<file path="src/rtl/carregador_memoria.sv">
// Boot loader: takes a length-prefixed byte stream, packs big-endian 32-bit words
// and writes them to consecutive memory addresses starting at BASE.
module carregador_memoria #(
  parameter int ADDR_W = 10,
  parameter int DEPTH  = 600,
  parameter int BASE   = 0
) (
  input  logic              clock,
  input  logic              reset,
  input  logic              start,
  input  logic [7:0]        byte_in,
  input  logic              byte_valid,
  output logic              byte_ready,
  output logic [31:0]       dado,
  output logic [ADDR_W-1:0] endereco,
  output logic              write,
  output logic              ocupado,
  output logic              concluido,
  output logic              erro
);

  typedef enum logic [2:0] {
    S_IDLE, S_LEN_HI, S_LEN_LO, S_DATA, S_WRITE, S_DONE
  } estado_t;

  localparam logic [31:0] LIMITE = 32'(DEPTH - BASE);

  estado_t           estado, prox;
  logic [15:0]       len;
  logic [15:0]       cont_pal;
  logic [ADDR_W-1:0] addr;
  logic [1:0]        cont_byte;
  logic [23:0]       montagem;
  logic [15:0]       n_lo;

  // Handshake: a byte moves on a rising edge with byte_valid && byte_ready;
  // byte_ready depends on state only, never combinationally on byte_valid.
  assign n_lo = {len[15:8], byte_in};

  always_ff @(posedge clock or posedge reset) begin
    if (reset) estado <= S_IDLE;
    else       estado <= prox;
  end

  always_comb begin
    prox       = estado;
    byte_ready = 1'b0;
    write      = 1'b0;
    ocupado    = 1'b0;
    concluido  = 1'b0;
    unique case (estado)
      S_IDLE: begin
        if (start) prox = S_LEN_HI;
      end
      S_LEN_HI: begin
        ocupado    = 1'b1;
        byte_ready = 1'b1;
        if (byte_valid) prox = S_LEN_LO;
      end
      S_LEN_LO: begin
        ocupado    = 1'b1;
        byte_ready = 1'b1;
        if (byte_valid) begin
          if (n_lo == 16'd0)                prox = S_DONE;
          else if ({16'd0, n_lo} > LIMITE)  prox = S_IDLE;
          else                              prox = S_DATA;
        end
      end
      S_DATA: begin
        ocupado    = 1'b1;
        byte_ready = 1'b1;
        if (byte_valid && cont_byte == 2'd3) prox = S_WRITE;
      end
      S_WRITE: begin
        ocupado = 1'b1;
        write   = 1'b1;
        if (cont_pal + 16'd1 == len) prox = S_DONE;
        else                         prox = S_DATA;
      end
      S_DONE: begin
        concluido = 1'b1;
        prox      = S_IDLE;
      end
      default: prox = S_IDLE;
    endcase
  end

  always_ff @(posedge clock or posedge reset) begin
    if (reset) begin
      len       <= '0;
      cont_pal  <= '0;
      addr      <= '0;
      cont_byte <= '0;
      montagem  <= '0;
      dado      <= '0;
      endereco  <= '0;
      erro      <= 1'b0;
    end else begin
      unique case (estado)
        S_IDLE: begin
          if (start) begin
            erro      <= 1'b0;
            cont_pal  <= '0;
            cont_byte <= '0;
            addr      <= ADDR_W'(BASE);
          end
        end
        S_LEN_HI: begin
          if (byte_valid) len <= {byte_in, 8'h00};
        end
        S_LEN_LO: begin
          if (byte_valid) begin
            len <= n_lo;
            if (n_lo != 16'd0 && {16'd0, n_lo} > LIMITE) erro <= 1'b1;
          end
        end
        S_DATA: begin
          if (byte_valid) begin
            cont_byte <= cont_byte + 2'd1;
            montagem  <= {montagem[15:0], byte_in};
            // Latch the word and its address so they stay stable through WRITE and after.
            if (cont_byte == 2'd3) begin
              dado     <= {montagem, byte_in};
              endereco <= addr;
            end
          end
        end
        S_WRITE: begin
          addr      <= addr + ADDR_W'(1);
          cont_pal  <= cont_pal + 16'd1;
          cont_byte <= '0;
        end
        default: ;
      endcase
    end
  end

endmodule

</file>
<file path="config.mk">
export PLATFORM = sky130hd
export DESIGN_NAME = carregador_memoria
export DESIGN_NICKNAME = d
export VERILOG_FILES = /design/src/rtl/carregador_memoria.sv
export SDC_FILE = /design/constraint.sdc
export NUM_CORES = 1
export LEC_CHECK = 0
export ABC_AREA = 0
export BUFFER_PORTS_ARGS = -buffer_cell sky130_fd_sc_hd__buf_4
export CAP_MARGIN = 30
export CORE_ASPECT_RATIO = 1.5
export CORE_UTILIZATION = 40
export DETAILED_ROUTE_END_ITERATION = 8
export GPL_ROUTABILITY_DRIVEN = 1
export PLACE_DENSITY = 0.56
export SYNTH_ARGS = -nofsm -noshare
export SYNTH_HDL_FRONTEND = slang
export SYNTH_SLANG_ARGS = --single-unit
</file>
<file path="constraint.sdc">
create_clock -name clock -period 4.9 [get_ports clock]
set_input_delay 0.98 -clock clock [delete_from_list [all_inputs] [get_ports clock]]
set_output_delay 0.98 -clock clock [all_outputs]
set_load 0.02 [all_outputs]
</file>
==> metrics.yaml <==
run_status:
  status: "finished, final reports clean"
routing:
  avgViaCountPerCell: 5.392
  wl_per_cell_um: 16.07
  drc_errors: 0
  drt_iter0_drc: 172
  routed_wl_um: 12080
  ant_nets: 0
  dr.pass1.iters: 4
  num_vias: 4055
floorplanning:
  fp.coreArea_sq_um: 13020
  ioPinCount: 59
  rows: 51
  fp.dieW_um: 96.55
  die_h_um: 143.8
  dieArea_sq_um: 13890
  start_util_pct: 41.21
cells_and_area:
  drive_above_1_share_pct: 21.75
  area_growth_pct: 22.39
  final_nets: 595
  insertedDiodeCount: 0
  fin_cells: 752
place:
  io_buffers: 58
  post-dp-hpwl_um: 8345
  gp_congestion: 0.8452
  dp_cells: 719
  pre_cts_slack_ps: 1925
synth:
  ys_ff_latch: 114
  ys.flop_type: "dfrtp_1"
  seq_area_frac_synth_pct: 53.18
  syn_area_per_cell_sq_um: 10.24
  synth_compound_area_share_pct: 11.52
  yosys_warnings: 0
  async_flop_share_pct: 100.0
  synth_top_family_by_area: "simple AND/OR/NAND/NOR gates"
  syn-num-nets: 539
  synthAdderAreaFrac_pct: 0.6998
  netlist_area_sq_um: 5364
  synthXorXnorAreaFrac_pct: 3.756
  synth-edff-count: 0
  yosys.area_share.simple_pct: 17.87
  syn-instance-count: 524
  synth_cell_types: 55
  muxShareOfSynthArea_pct: 10.29
clocking:
  post_cts_buffers: 0
  hold_buffers: 0
  cts_max_path_buffers: 2
  clk_pin_slew_ps: 60
  clkSinkCount: 114
  cts_root_buffer: "clkbuf_16"
  cts_tree: "yes"
  insertion_delay_ps: 410
  cts_buffers: 17
  post_cts_resized: 0
  htreeDepth: 4
global_routing:
  overflow: 0
  grt.total_usage_pct: 19.62
  grt_pass1_vias: 4085
  grt_start_max_net_pins: 77
  grt_pass1_wl_um: 20440
  antenna_found_initial: 0
timing:
  final_max_slew_viol_count: 0
  worst_slack_ps: 1481
  clock_skew_ps: 8.856
  fin_tns_setup_ps: 0
  max_freq_mhz: 292.5
  tightest_slew_ps: 601.2
  relSlewSlack_pct: 59.78
  finalCritPeriodShare_pct: 69.77
  rsz0062_at_grt: "no"
  hold_viol_final: 0
  setup_violations: 0
  period_needed_ps: 3419
pwr:
  p_total_mw: 3.165
  power_leakage_nw: 3.277
  power_per_cell_area_nw_per_um2: 482.2
  ir_drop_uv: 276.7
flow_run:
  maxCapViolations: 0
worst_hold_path:
  hold_class: "reg2reg"
setup_path:
  required_ps: 3920
  worstPathCellList: "nor2_1 -> nand2_1 -> buf_4 -> clkinv_1 -> buf_4 -> buf_4"
  worstSetupStartpointType: "register"
  r2r_slack_ps: 2380
  worstSetupPathType: "reg2out"
  crit_path_end_kind: "output port"
  cpPeakStageDelay_ps: 640
  cp_slowest_cell: "dfrtp_1"
  worstPathArrival_ps: 2440
  cp_top_family: "buffers and inverters"
  crit_buf_inv: 4
  critPathMaxFanout: 29
  path_common_cell: "buf_4"
## routing by layer
layer	track usage, %	wire (um)	up-vias
li1	-	-	1955
met1	23.13	4898	2000
met2	32.95	6368	78
met3	5.397	470	22
met4	8.437	346	0
met5	0	0	-
## cell type report
type,count,area [sq um]
inverters,6,25.02
clock buffers,17,425.4
well taps,159,198.9
flip-flops and latches,114,2853
repair buffers,67,543.0
clock inverters,15,150.1
multi-input cells,374,2370
fillers,1232,6452
## cells in the mapped netlist (3+ instances only)
library cell	n	area share, %
o31ai_1	8	1.1
xor2_1	8	1.3
and3_1	18	2.1
nand3_1	12	1.1
nand2_1	110	7.7
nand3b_1	3	0.42
inv_1	4	0.28
nor2_1	26	1.8
dfrtp_1	114	53
a21oi_1	15	1.4
mux2_2	16	3.4
buf_2	7	0.65
o22ai_1	3	0.35
xnor2_1	15	2.4
nand4_1	5	0.58
ha_1	3	0.70
nor3_1	3	0.28
clkbuf_1	21	1.5
o21ai_0	47	4.4
a31oi_1	5	0.58
mux2_1	33	6.9
a22o_1	4	0.65
## metrics by stage
step	hold WS, ps	util, %	area, sq um
final	472.0	50.43	6565
after global routing	498.6	50.43	6565
after CTS	475.4	50.22	6538
after detailed placement	463.0	45.80	5962
after global placement	460.2	45.59	5934
after floorplan	438.6	-	5364
## cells by family after synthesis
kind of cell | count (synthesis)
buffers and inverters | 36
adder cells (fa/ha/maj) | 3
AO/OA/AOI/OAI | 100
flip-flops | 114
AND/OR/NAND/NOR | 199
multiplexers | 49
XOR/XNOR | 23
## power breakdown
part | total, mW | switching [mW] | internal, mW
registers | 1.32 | 0.193 | 1.13
clock network | 1.18 | 0.473 | 0.712
logic | 0.659 | 0.367 | 0.292
## path summary, 6_finish.rpt
check	startpoint	end	cells past startpoint
min reg2reg	addr[9]	addr[9]	1
max	estado[0]	write	6
min in group asynchronous	reset	endereco[4]	3
min	addr[9]	addr[9]	1
max reg2reg	cont_pal[0]	estado[2]	7
max in group asynchronous	reset	cont_pal[10]	4
## sequential cells by signal, indices dropped and copies added, names as in the netlist
| name | flops |
|---|---|
| estado | 3 |
| addr | 10 |
| montagem | 24 |
| dado | 32 |
| erro | 1 |
| endereco | 10 |
| cont_pal | 16 |
| cont_byte | 2 |
| len | 16 |
## cell usage in the layout, fill, tap and decap left out, types with 3 or more instances in the layout
| master | synthesis | final |
|---|---|---|
| a21oi_1 | 15 | 15 |
| a22o_1 | 4 | 4 |
| a31oi_1 | 5 | 5 |
| and3_1 | 18 | 18 |
| buf_4 | 0 | 65 |
| clkbuf_16 | 0 | 17 |
| clkinv_4 | 0 | 6 |
| dfrtp_1 | 114 | 114 |
| ha_1 | 3 | 3 |
| inv_1 | 4 | 3 |
| inv_6 | 0 | 4 |
| mux2_1 | 33 | 33 |
| mux2_2 | 16 | 16 |
| nand2_1 | 110 | 109 |
| nand3_1 | 12 | 12 |
| nand3b_1 | 3 | 3 |
| nand4_1 | 5 | 5 |
| nor2_1 | 26 | 26 |
| nor3_1 | 3 | 3 |
| o21ai_0 | 47 | 46 |
| o21ai_1 | 2 | 3 |
| o22ai_1 | 3 | 3 |
| o31ai_1 | 8 | 8 |
| xnor2_1 | 15 | 15 |
| xor2_1 | 8 | 8 |
Note: power is estimated with default switching activity, not from simulation.
